## src/rtl/ras_ctrl_if.sv

```systemverilog
// Bundle between the return-address-stack controller, the fetch/branch unit
// and the dual-port stack BRAM (port A write, port B registered read).
interface ras_ctrl_if #(
  parameter int DEPTH = 1024,
  parameter int WIDTH = 32
);
  localparam int ADDR = $clog2(DEPTH);
  localparam int CW   = $clog2(DEPTH + 2);

  logic             push;
  logic [WIDTH-1:0] push_data;
  logic             pop;
  logic             flush;
  logic             ready;
  logic [WIDTH-1:0] top;
  logic             top_valid;
  logic             empty;
  logic             full;
  logic [CW-1:0]    count;
  logic             overflow;
  logic             underflow;
  logic             mem_we;
  logic [ADDR-1:0]  mem_waddr;
  logic [WIDTH-1:0] mem_wdata;
  logic             mem_re;
  logic [ADDR-1:0]  mem_raddr;
  logic [WIDTH-1:0] mem_rdata;

  modport master (
    output push, push_data, pop, flush, mem_rdata,
    input  ready, top, top_valid, empty, full, count, overflow, underflow,
    input  mem_we, mem_waddr, mem_wdata, mem_re, mem_raddr
  );

  modport slave (
    input  push, push_data, pop, flush, mem_rdata,
    output ready, top, top_valid, empty, full, count, overflow, underflow,
    output mem_we, mem_waddr, mem_wdata, mem_re, mem_raddr
  );
endinterface

```

## src/rtl/ras_ctrl.sv

```systemverilog
// Return-address-stack controller: TOS register plus a circular BRAM spill
// store; a refilling pop stalls one cycle while the BRAM read returns.
module ras_ctrl #(
  parameter int DEPTH = 1024,
  parameter int WIDTH = 32
) (
  input logic     clk,
  input logic     rst,
  ras_ctrl_if.slave bus
);
  localparam int ADDR = $clog2(DEPTH);
  localparam int CW   = $clog2(DEPTH + 2);

  localparam logic [CW-1:0]   CNT_ZERO = CW'(0);
  localparam logic [CW-1:0]   CNT_ONE  = CW'(1);
  localparam logic [CW-1:0]   CNT_FULL = CW'(DEPTH + 1);
  localparam logic [ADDR-1:0] ADDR_ONE = ADDR'(1);

  typedef enum logic [0:0] {
    ST_IDLE   = 1'b0,
    ST_REFILL = 1'b1
  } state_t;

  state_t           state_r, state_s;
  logic [CW-1:0]    count_r, count_s;
  logic [ADDR-1:0]  wptr_r, wptr_s;
  logic [WIDTH-1:0] tos_r, tos_s;
  logic             ovf_r, ovf_s;
  logic             udf_r, udf_s;
  logic             mem_we_s, mem_re_s;
  logic             req_push_s, req_pop_s;

  // Next-state, stack bookkeeping and memory enables
  always_comb begin
    state_s    = state_r;
    count_s    = count_r;
    wptr_s     = wptr_r;
    tos_s      = tos_r;
    ovf_s      = 1'b0;
    udf_s      = 1'b0;
    mem_we_s   = 1'b0;
    mem_re_s   = 1'b0;
    req_push_s = bus.push && (state_r == ST_IDLE);
    req_pop_s  = bus.pop && (state_r == ST_IDLE);

    // Flush behaves exactly like reset and masks any in-flight refill data
    if (rst || bus.flush) begin
      state_s = ST_IDLE;
      count_s = CNT_ZERO;
      wptr_s  = ADDR'(0);
      tos_s   = WIDTH'(0);
    end else begin
      case (state_r)
        ST_IDLE: begin
          if (req_push_s && req_pop_s) begin
            tos_s = bus.push_data;
            if (count_r == CNT_ZERO) begin
              count_s = CNT_ONE;
              udf_s   = 1'b1;
            end else begin
              count_s = count_r;
            end
          end else if (req_push_s) begin
            tos_s = bus.push_data;
            if (count_r != CNT_ZERO) begin
              mem_we_s = 1'b1;
              wptr_s   = wptr_r + ADDR_ONE;
            end else begin
              wptr_s = wptr_r;
            end
            // When full the spill write lands on the oldest slot
            if (count_r == CNT_FULL) begin
              ovf_s = 1'b1;
            end else begin
              count_s = count_r + CNT_ONE;
            end
          end else if (req_pop_s) begin
            if (count_r > CNT_ONE) begin
              mem_re_s = 1'b1;
              wptr_s   = wptr_r - ADDR_ONE;
              count_s  = count_r - CNT_ONE;
              state_s  = ST_REFILL;
            end else if (count_r == CNT_ONE) begin
              count_s = CNT_ZERO;
            end else begin
              udf_s = 1'b1;
            end
          end else begin
            state_s = ST_IDLE;
          end
        end
        ST_REFILL: begin
          tos_s   = bus.mem_rdata;
          state_s = ST_IDLE;
        end
        default: begin
          state_s = ST_IDLE;
        end
      endcase
    end
  end

  // State, pointer, count, TOS and pulse registers
  always_ff @(posedge clk) begin
    if (rst) begin
      state_r <= ST_IDLE;
      count_r <= CNT_ZERO;
      wptr_r  <= ADDR'(0);
      tos_r   <= WIDTH'(0);
      ovf_r   <= 1'b0;
      udf_r   <= 1'b0;
    end else begin
      state_r <= state_s;
      count_r <= count_s;
      wptr_r  <= wptr_s;
      tos_r   <= tos_s;
      ovf_r   <= ovf_s;
      udf_r   <= udf_s;
    end
  end

  assign bus.ready     = (state_r == ST_IDLE);
  assign bus.top       = tos_r;
  assign bus.top_valid = (state_r == ST_IDLE) && (count_r != CNT_ZERO);
  assign bus.empty     = (count_r == CNT_ZERO);
  assign bus.full      = (count_r == CNT_FULL);
  assign bus.count     = count_r;
  assign bus.overflow  = ovf_r;
  assign bus.underflow = udf_r;
  assign bus.mem_we    = mem_we_s;
  assign bus.mem_waddr = wptr_r;
  assign bus.mem_wdata = tos_r;
  assign bus.mem_re    = mem_re_s;
  assign bus.mem_raddr = wptr_r - ADDR_ONE;
endmodule

```

## src/flat_wrapper.sv

```systemverilog
// flat-port wrapper written by rule: the top's interface ports become plain ports
module ras_ctrl_flat 
#(
  parameter int DEPTH = 1024,
  parameter int WIDTH = 32
)
  (clk, rst, bus_push, bus_push_data, bus_pop, bus_flush, bus_mem_rdata, bus_ready, bus_top, bus_top_valid, bus_empty, bus_full, bus_count, bus_overflow, bus_underflow, bus_mem_we, bus_mem_waddr, bus_mem_wdata, bus_mem_re, bus_mem_raddr);
  ras_ctrl_if #(.DEPTH(DEPTH), .WIDTH(WIDTH)) bus_i ();
  input logic clk;
  input logic rst;
  input wire logic [$bits(bus_i.push)-1:0] bus_push;
  input wire logic [$bits(bus_i.push_data)-1:0] bus_push_data;
  input wire logic [$bits(bus_i.pop)-1:0] bus_pop;
  input wire logic [$bits(bus_i.flush)-1:0] bus_flush;
  input wire logic [$bits(bus_i.mem_rdata)-1:0] bus_mem_rdata;
  output wire logic [$bits(bus_i.ready)-1:0] bus_ready;
  output wire logic [$bits(bus_i.top)-1:0] bus_top;
  output wire logic [$bits(bus_i.top_valid)-1:0] bus_top_valid;
  output wire logic [$bits(bus_i.empty)-1:0] bus_empty;
  output wire logic [$bits(bus_i.full)-1:0] bus_full;
  output wire logic [$bits(bus_i.count)-1:0] bus_count;
  output wire logic [$bits(bus_i.overflow)-1:0] bus_overflow;
  output wire logic [$bits(bus_i.underflow)-1:0] bus_underflow;
  output wire logic [$bits(bus_i.mem_we)-1:0] bus_mem_we;
  output wire logic [$bits(bus_i.mem_waddr)-1:0] bus_mem_waddr;
  output wire logic [$bits(bus_i.mem_wdata)-1:0] bus_mem_wdata;
  output wire logic [$bits(bus_i.mem_re)-1:0] bus_mem_re;
  output wire logic [$bits(bus_i.mem_raddr)-1:0] bus_mem_raddr;
  assign bus_i.push = bus_push;
  assign bus_i.push_data = bus_push_data;
  assign bus_i.pop = bus_pop;
  assign bus_i.flush = bus_flush;
  assign bus_i.mem_rdata = bus_mem_rdata;
  assign bus_ready = bus_i.ready;
  assign bus_top = bus_i.top;
  assign bus_top_valid = bus_i.top_valid;
  assign bus_empty = bus_i.empty;
  assign bus_full = bus_i.full;
  assign bus_count = bus_i.count;
  assign bus_overflow = bus_i.overflow;
  assign bus_underflow = bus_i.underflow;
  assign bus_mem_we = bus_i.mem_we;
  assign bus_mem_waddr = bus_i.mem_waddr;
  assign bus_mem_wdata = bus_i.mem_wdata;
  assign bus_mem_re = bus_i.mem_re;
  assign bus_mem_raddr = bus_i.mem_raddr;
  ras_ctrl #(.DEPTH(DEPTH), .WIDTH(WIDTH)) u_core (.clk(clk), .rst(rst), .bus(bus_i));
endmodule
```

## config.mk

```make
export PLATFORM = sky130hd
export DESIGN_NAME = ras_ctrl_flat
export DESIGN_NICKNAME = d
export VERILOG_FILES = /design/src/rtl/ras_ctrl_if.sv /design/src/rtl/ras_ctrl.sv /design/src/flat_wrapper.sv
export SDC_FILE = /design/constraint.sdc
export NUM_CORES = 1
export LEC_CHECK = 0
export ABC_AREA = 0
export CORE_ASPECT_RATIO = 1.5
export CORE_MARGIN = 8
export CORE_UTILIZATION = 44
export DETAILED_ROUTE_END_ITERATION = 12
export PLACE_DENSITY_LB_ADDON = 0.12
export SYNTH_ARGS = -nofsm -noshare
export SYNTH_HDL_FRONTEND = slang
export SYNTH_SLANG_ARGS = --single-unit
```

## constraint.sdc

```tcl
create_clock -name clk -period 8.5 [get_ports clk]
set_input_delay 2.55 -clock clk [delete_from_list [all_inputs] [get_ports clk]]
set_output_delay 2.55 -clock clk [all_outputs]
set_load 0.05 [all_outputs]
```

==> Word level (Yosys, flattened, before mapping) <==
Cells that the tools add are included.
{ "word_totals": {"inputBits": 69, "output_inout_bits": 103, "wordCells": 69, "register_bits": 56} }
{ "classes": {"magnitude_cmp": 1, "eq_ne": 6, "n_addsub": 4, "bitwise": 3, "reduce_logical": 16, "muxes": 33} }
{ "ops": {"columns": ["op", "n"], "rows": [
  ["2-to-1 mux 11 bit", 7],
  ["2-to-1 mux 32 bit", 2],
  ["one-hot mux 32 bit (2 select lines)", 1],
  ["2-to-1 mux 10 bit", 4],
  ["2-to-1 mux 1 bit", 18],
  ["adder 11 x 1 -> 11 bit, second input constant", 1],
  ["equality test 11 x 1 -> 1 bit, second input constant", 1],
  ["equality test 11 bit, second input constant", 1],
  ["> comparator 11 x 1 -> 1 bit, second input constant", 1],
  ["zero test 11 bit", 1],
  ["nonzero test 11 bit", 1],
  ["subtractor 11 x 1 -> 11 bit, second input constant", 1],
  ["adder 10 x 1 -> 10 bit, second input constant", 1],
  ["AND reduction 5 bit", 2],
  ["subtractor 10 x 1 -> 10 bit, second input constant", 1],
  ["OR reduction 5 bit", 1],
  ["logical AND 1 bit", 4],
  ["inequality test 2 bit, second input constant", 2],
  ["nonzero test 2 bit", 2],
  ["nonzero test 4 bit", 1],
  ["inequality test 3 x 1 -> 1 bit, second input constant", 1],
  ["inequality test 3 bit, second input constant", 1],
  ["inverter 1 bit", 3],
  ["nonzero test 3 bit", 1],
  ["4 further kinds", 4]
]} }

==> Longest topological paths before layout <==
Gate-level depths: netlist of run 1.
{ "depth": {"depth_word": 7, "depth_mapped": 11, "ltp_nobuf": 9} }

==> Worst setup path before layout of run 1 <==
Ideal clock, no wire load.
{ "synth_path": {"path_type": "input to output", "startpoint": "input bus_push", "endpoint": "output bus_mem_re", "path_slack_ns": 0.868, "cell_stages": 7, "n_path_buf": 1, "arrival_time_ns": 5.082, "required_ns": 5.950, "cell_sequence": "nand2b_1 -> inv_1 -> buf_1 -> ha_1 -> inv_1 -> nand2_1 -> nor4_1"} }
{ "synth_between": {"elab_chain_cells": 5, "word_cells_on_any_way": 6, "classes_between": "mux (4); reduce/logical (2)"} }
{ "synth_lines": {"columns": ["item", "line_no", "rtl"], "rows": [
  ["start: declaration", "flat_wrapper.sv:11", "input wire logic [$bits(bus_i.push)-1:0] bus_push;"],
  ["logical AND 1 bit *", "ras_ctrl.sv:43", "req_push_s = bus.push && (state_r == ST_IDLE);"],
  ["2-to-1 mux 1 bit or logical AND 1 bit (tied branches)", "ras_ctrl.sv:63, ras_ctrl.sv:55", null],
  ["2-to-1 mux 1 bit *", "ras_ctrl.sv:55", "if (req_push_s && req_pop_s) begin"],
  ["2-to-1 mux 1 bit *", "ras_ctrl.sv:53", "case (state_r)"],
  ["2-to-1 mux 1 bit *", "ras_ctrl.sv:47", "if (rst || bus.flush) begin"],
  ["end: declaration", "flat_wrapper.sv:27", "output wire logic [$bits(bus_i.mem_re)-1:0] bus_mem_re;"]
]} }
Mark *: on every way between the ends. The rest lies on a longest branch, timed or not.

==> Final worst setup path of run 1 <==
{ "layout_path": {"startpoint": "input bus_pop", "endpoint": "output bus_mem_re"} }
{ "layout_between": {"elab_chain_cells": 6, "word_cells_on_any_way": 7, "classes_between": "mux (5); reduce/logical (2)"} }
{ "layout_lines": {"columns": ["item", "line_no", "rtl"], "rows": [
  ["start: declaration", "flat_wrapper.sv:13", "input wire logic [$bits(bus_i.pop)-1:0] bus_pop;"],
  ["logical AND 1 bit *", "ras_ctrl.sv:44", "req_pop_s = bus.pop && (state_r == ST_IDLE);"],
  ["2-to-1 mux 1 bit", "ras_ctrl.sv:77", "end else if (req_pop_s) begin"],
  ["2-to-1 mux 1 bit", "ras_ctrl.sv:63", "end else if (req_push_s) begin"],
  ["2-to-1 mux 1 bit *", "ras_ctrl.sv:55", null],
  ["2-to-1 mux 1 bit *", "ras_ctrl.sv:53", null],
  ["2-to-1 mux 1 bit *", "ras_ctrl.sv:47", null]
]} }
Marked as above.

==> impl_metrics.env, run 1 <==
export IMPL_outcome="complete, no violations"
export IMPL_gpl_final_weighted_congestion=0.8778
export IMPL_worst_hold_path_type="reg2reg"
export IMPL_antenna_found_initial=0
export IMPL_final_setup_viol_count=0
export IMPL_first_global_vias=3150
export IMPL_critical_path_slowest_cell="clkdlybuf4s50_1"
export IMPL_num_antenna_cells=0
export IMPL_finalHoldViolCount=0
export IMPL_final_cell_count_no_fill=659
export IMPL_start_kind="primary input"
export IMPL_detailed_place_area_um2=4956
export IMPL_cellLeakagePower_nw=1.996
export IMPL_synth_enable_flop_cells=0
export IMPL_post_drt_wl_per_cell_um=16.98
export IMPL_synthDistinctLibCells=54
export IMPL_design_final_nets=633
export IMPL_coreArea_um2=7612
export IMPL_fp_dieArea_um2=10980
export IMPL_tritoncts="done"
export IMPL_report_final_slew_viol_count=0
export IMPL_maxCapViolCount=0
export IMPL_fp_dieH_um=124.4
export IMPL_global_route_usage_total_pct=19.10
export IMPL_maxClockFrequency_mhz=134.5
export IMPL_drive_above_1_share_pct=4.847
export IMPL_chipWidth_um=88.27
export IMPL_grt_first_pass_wirelength_mm=16.80
export IMPL_portion_of_the_post_synthesis_area_used_by_sequential_elements_pct=32.52
export IMPL_initialDrtViolationCount=163
export IMPL_cts_resized=0
export IMPL_post_route_util_pct=67.50
export IMPL_ctsRootBufferMaster="clkbuf_16"
export IMPL_numPlacedInstances=651
export IMPL_cell_by_cell_trace_of_the_critical_path="clkdlybuf4s50_1 -> nand2_1 -> inv_1 -> ha_1 -> inv_1 -> nand2_1 -> nor4_1 -> clkdlybuf4s50_1"
export IMPL_routed_via_count=3499
export IMPL_rows=39
export IMPL_sum_of_buffers_and_inverters_on_the_critical_path=4
export IMPL_dp_hpwl_mm=8.634
export IMPL_postCtsSetupBuffers=0
export IMPL_grt_start_max_net_pins=70
export IMPL_finClkSkew_ps=7.455
export IMPL_hold_slack_ps=512.9
export IMPL_critPathArrivalTime_ps=4890
export IMPL_ant_nets=0
export IMPL_post_route_minimum_period_ps=7437
export IMPL_syn_nets=510
export IMPL_netlist_area_um2=3447
export IMPL_io_pins=172
export IMPL_critical_path_endpoint_type="output port"
export IMPL_initial_standard_cell_utilization_of_the_core_pct=45.28
export IMPL_dominant_delay_contributor_by_cell_family_on_the_critical_path="buffers and inverters"
export IMPL_rsz_0062_raised_after_global_routing="false"
export IMPL_max_clock_path_buffers=2
export IMPL_layout_worst_path_cycle_share_pct=87.49
export IMPL_cts_sink_count=56
export IMPL_cts_hold_buffers=0
export IMPL_drt_pass1_iter_count=4
export IMPL_clock_insertion_delay_worst_skew_ps=290
export IMPL_yosys_warnings=0
export IMPL_routed_wl_mm=11.19
export IMPL_final_area_um2=5139
export IMPL_global_route_overflow_total=0
export IMPL_worstSetupPathType="in2out"
export IMPL_timing_critical_path_fanout_max=9
export IMPL_cts_buffers=5
export IMPL_detail_route_drc_violations=0
export IMPL_synth_top_flop_cell="dfxtp_1"
export IMPL_timing_worst_slew_pin_value_ps=1033
export IMPL_postSynthCellCount=433
export IMPL_timing_slew_headroom_pct=30.66
export IMPL_area_delta_synth_final_pct=49.07
export IMPL_average_instance_area_after_synthesis_um2=7.961
export IMPL_asyncSetResetFlopFracSynth_pct=0
export IMPL_ir_drop_mv=0.2394
export IMPL_via_per_inst=5.310
export IMPL_final_setup_tns_ps=0
export IMPL_p_per_area_nw_per_um2=254.1
export IMPL_crit_required_ps=5950
export IMPL_worst_setup_hold_path_clk_slew_ps=70
export IMPL_port_buffer_count=171
export IMPL_r2r_setup_slack_ps=5800
export IMPL_ys_ff_latch=56
export IMPL_cp_slowest_stage_delay_ps=860
export IMPL_cts_htree_levels=2
==> flip-flops by register name, summed over array words and instances (netlist names) <==
signal / cells
u_core.bus.underflow: 1
u_core.bus.mem_wdata: 32
u_core.bus.mem_waddr: 10
u_core.state_r: 1
u_core.bus.overflow: 1
u_core.bus.count: 11
==> report_power, final <==
part,switching (mW),internal [mW]
registers,0.0489,0.291
logic,0.459,0.257
clock network,0.0947,0.155
==> per-layer routing <==
metal  wire, um  part of all wire (%)  global-route usage, %  up-vias
met2       5557                    50                  33.69      131
met5          0                     0                      0        -
met1       4425                    40                  21.00     1608
met4        221                   2.0                  6.306        0
li1           -                     -                      -     1747
met3        987                   8.8                  5.020       13
==> worst reg2reg max path, stage by stage (launching register included) <==
cell and delay [ps]:
dfxtp_1 510, inv_1 140, ha_1 280, o21bai_1 210
and4_1 310, a2111oi_4 680, or3b_1 410, o211ai_1 80
==> final timing paths <==
check / start / endpoint / cells past startpoint
worst max-delay path: bus_pop / bus_mem_re / 8
worst min register to register: u_core.bus.mem_waddr[9]$_SDFFE_PP0P_ / u_core.bus.mem_waddr[9]$_SDFFE_PP0P_ / 2
worst max register to register: u_core.bus.count[1]$_SDFFE_PP0P_ / u_core.bus.count[10]$_SDFFE_PP0P_ / 7
worst min-delay path: u_core.bus.mem_waddr[9]$_SDFFE_PP0P_ / u_core.bus.mem_waddr[9]$_SDFFE_PP0P_ / 2
==> placed cells by master (no fill, tap or decap), types with 4 or more instances in the layout <==
cell,n
a21oi_1,47
inv_1,13
ha_1,8
or3_1,8
and4_1,4
o21ai_0,9
nor2_1,80
nor3_1,5
buf_4,4
xnor2_1,6
nand2_1,17
clkbuf_16,5
nand4_1,6
xor2_1,5
clkdlybuf4s50_1,170
and3_1,5
mux2i_1,35
nand3_1,7
nor4_1,6
dfxtp_1,55
a31oi_1,8
o211ai_1,6
==> per-stage QoR <==
stage          total power, mW  setup WS (ps)
3_3_place_gp             1.057           1138
2_1_floorplan           0.8444          867.9
6_report                 1.306           1063
3_5_place_dp             1.061           1098
4_1_cts                  1.313           1089
5_1_grt                  1.369          835.9
==> Yosys cell counts, types with 8 or more instances <==
library cell	instances	area, um2
mux2i_1	35	350.3
dfxtp_1	56	1121
nand2_1	17	63.81
nor2_1	80	300.3
buf_4	32	240.2
inv_1	13	48.80
a31oi_1	8	50.05
clkbuf_1	13	48.80
o21ai_0	9	45.04
ha_1	8	100.1
or3_1	8	50.05
a21oi_1	47	235.2
==> cells by family (layout without fill, tap and decap cells) <==
logic type	Yosys count	count (layout)	share of synthesized area (%)
AND/OR/NAND/NOR	156	156	22.18
AO/OA/AOI/OAI	95	95	17.68
buffers and inverters	72	196	11.76
flip-flops	56	56	32.52
multiplexers	35	35	10.16
XOR/XNOR	11	11	2.795
adder cells (fa/ha/maj)	8	8	2.904
==> cell type report <==
| class | count | area [um2] |
|---|---|---|
| fillers | 638 | 2474 |
| multi-input cells | 305 | 1921 |
| repair buffers | 175 | 1737 |
| flip-flops and latches | 56 | 1122 |
| clock buffers | 7 | 152.6 |
| well taps | 102 | 127.6 |
| inverters | 13 | 48.80 |
| clock inverters | 1 | 30.03 |
Note: power is estimated with default switching activity, not from simulation.
==> inputs of run 2 (changes only) <==
HOLD_SLACK_MARGIN = 0.06   (was unset)
==> results of run 2 <==
No change in the layout: final DEF, timing and power equal those of run 1.
==> inputs of run 3 (changes only) <==
HOLD_SLACK_MARGIN = unset   (was 0.06)
==> results of run 3 <==
No change in the layout: final DEF, timing and power equal those of run 1.
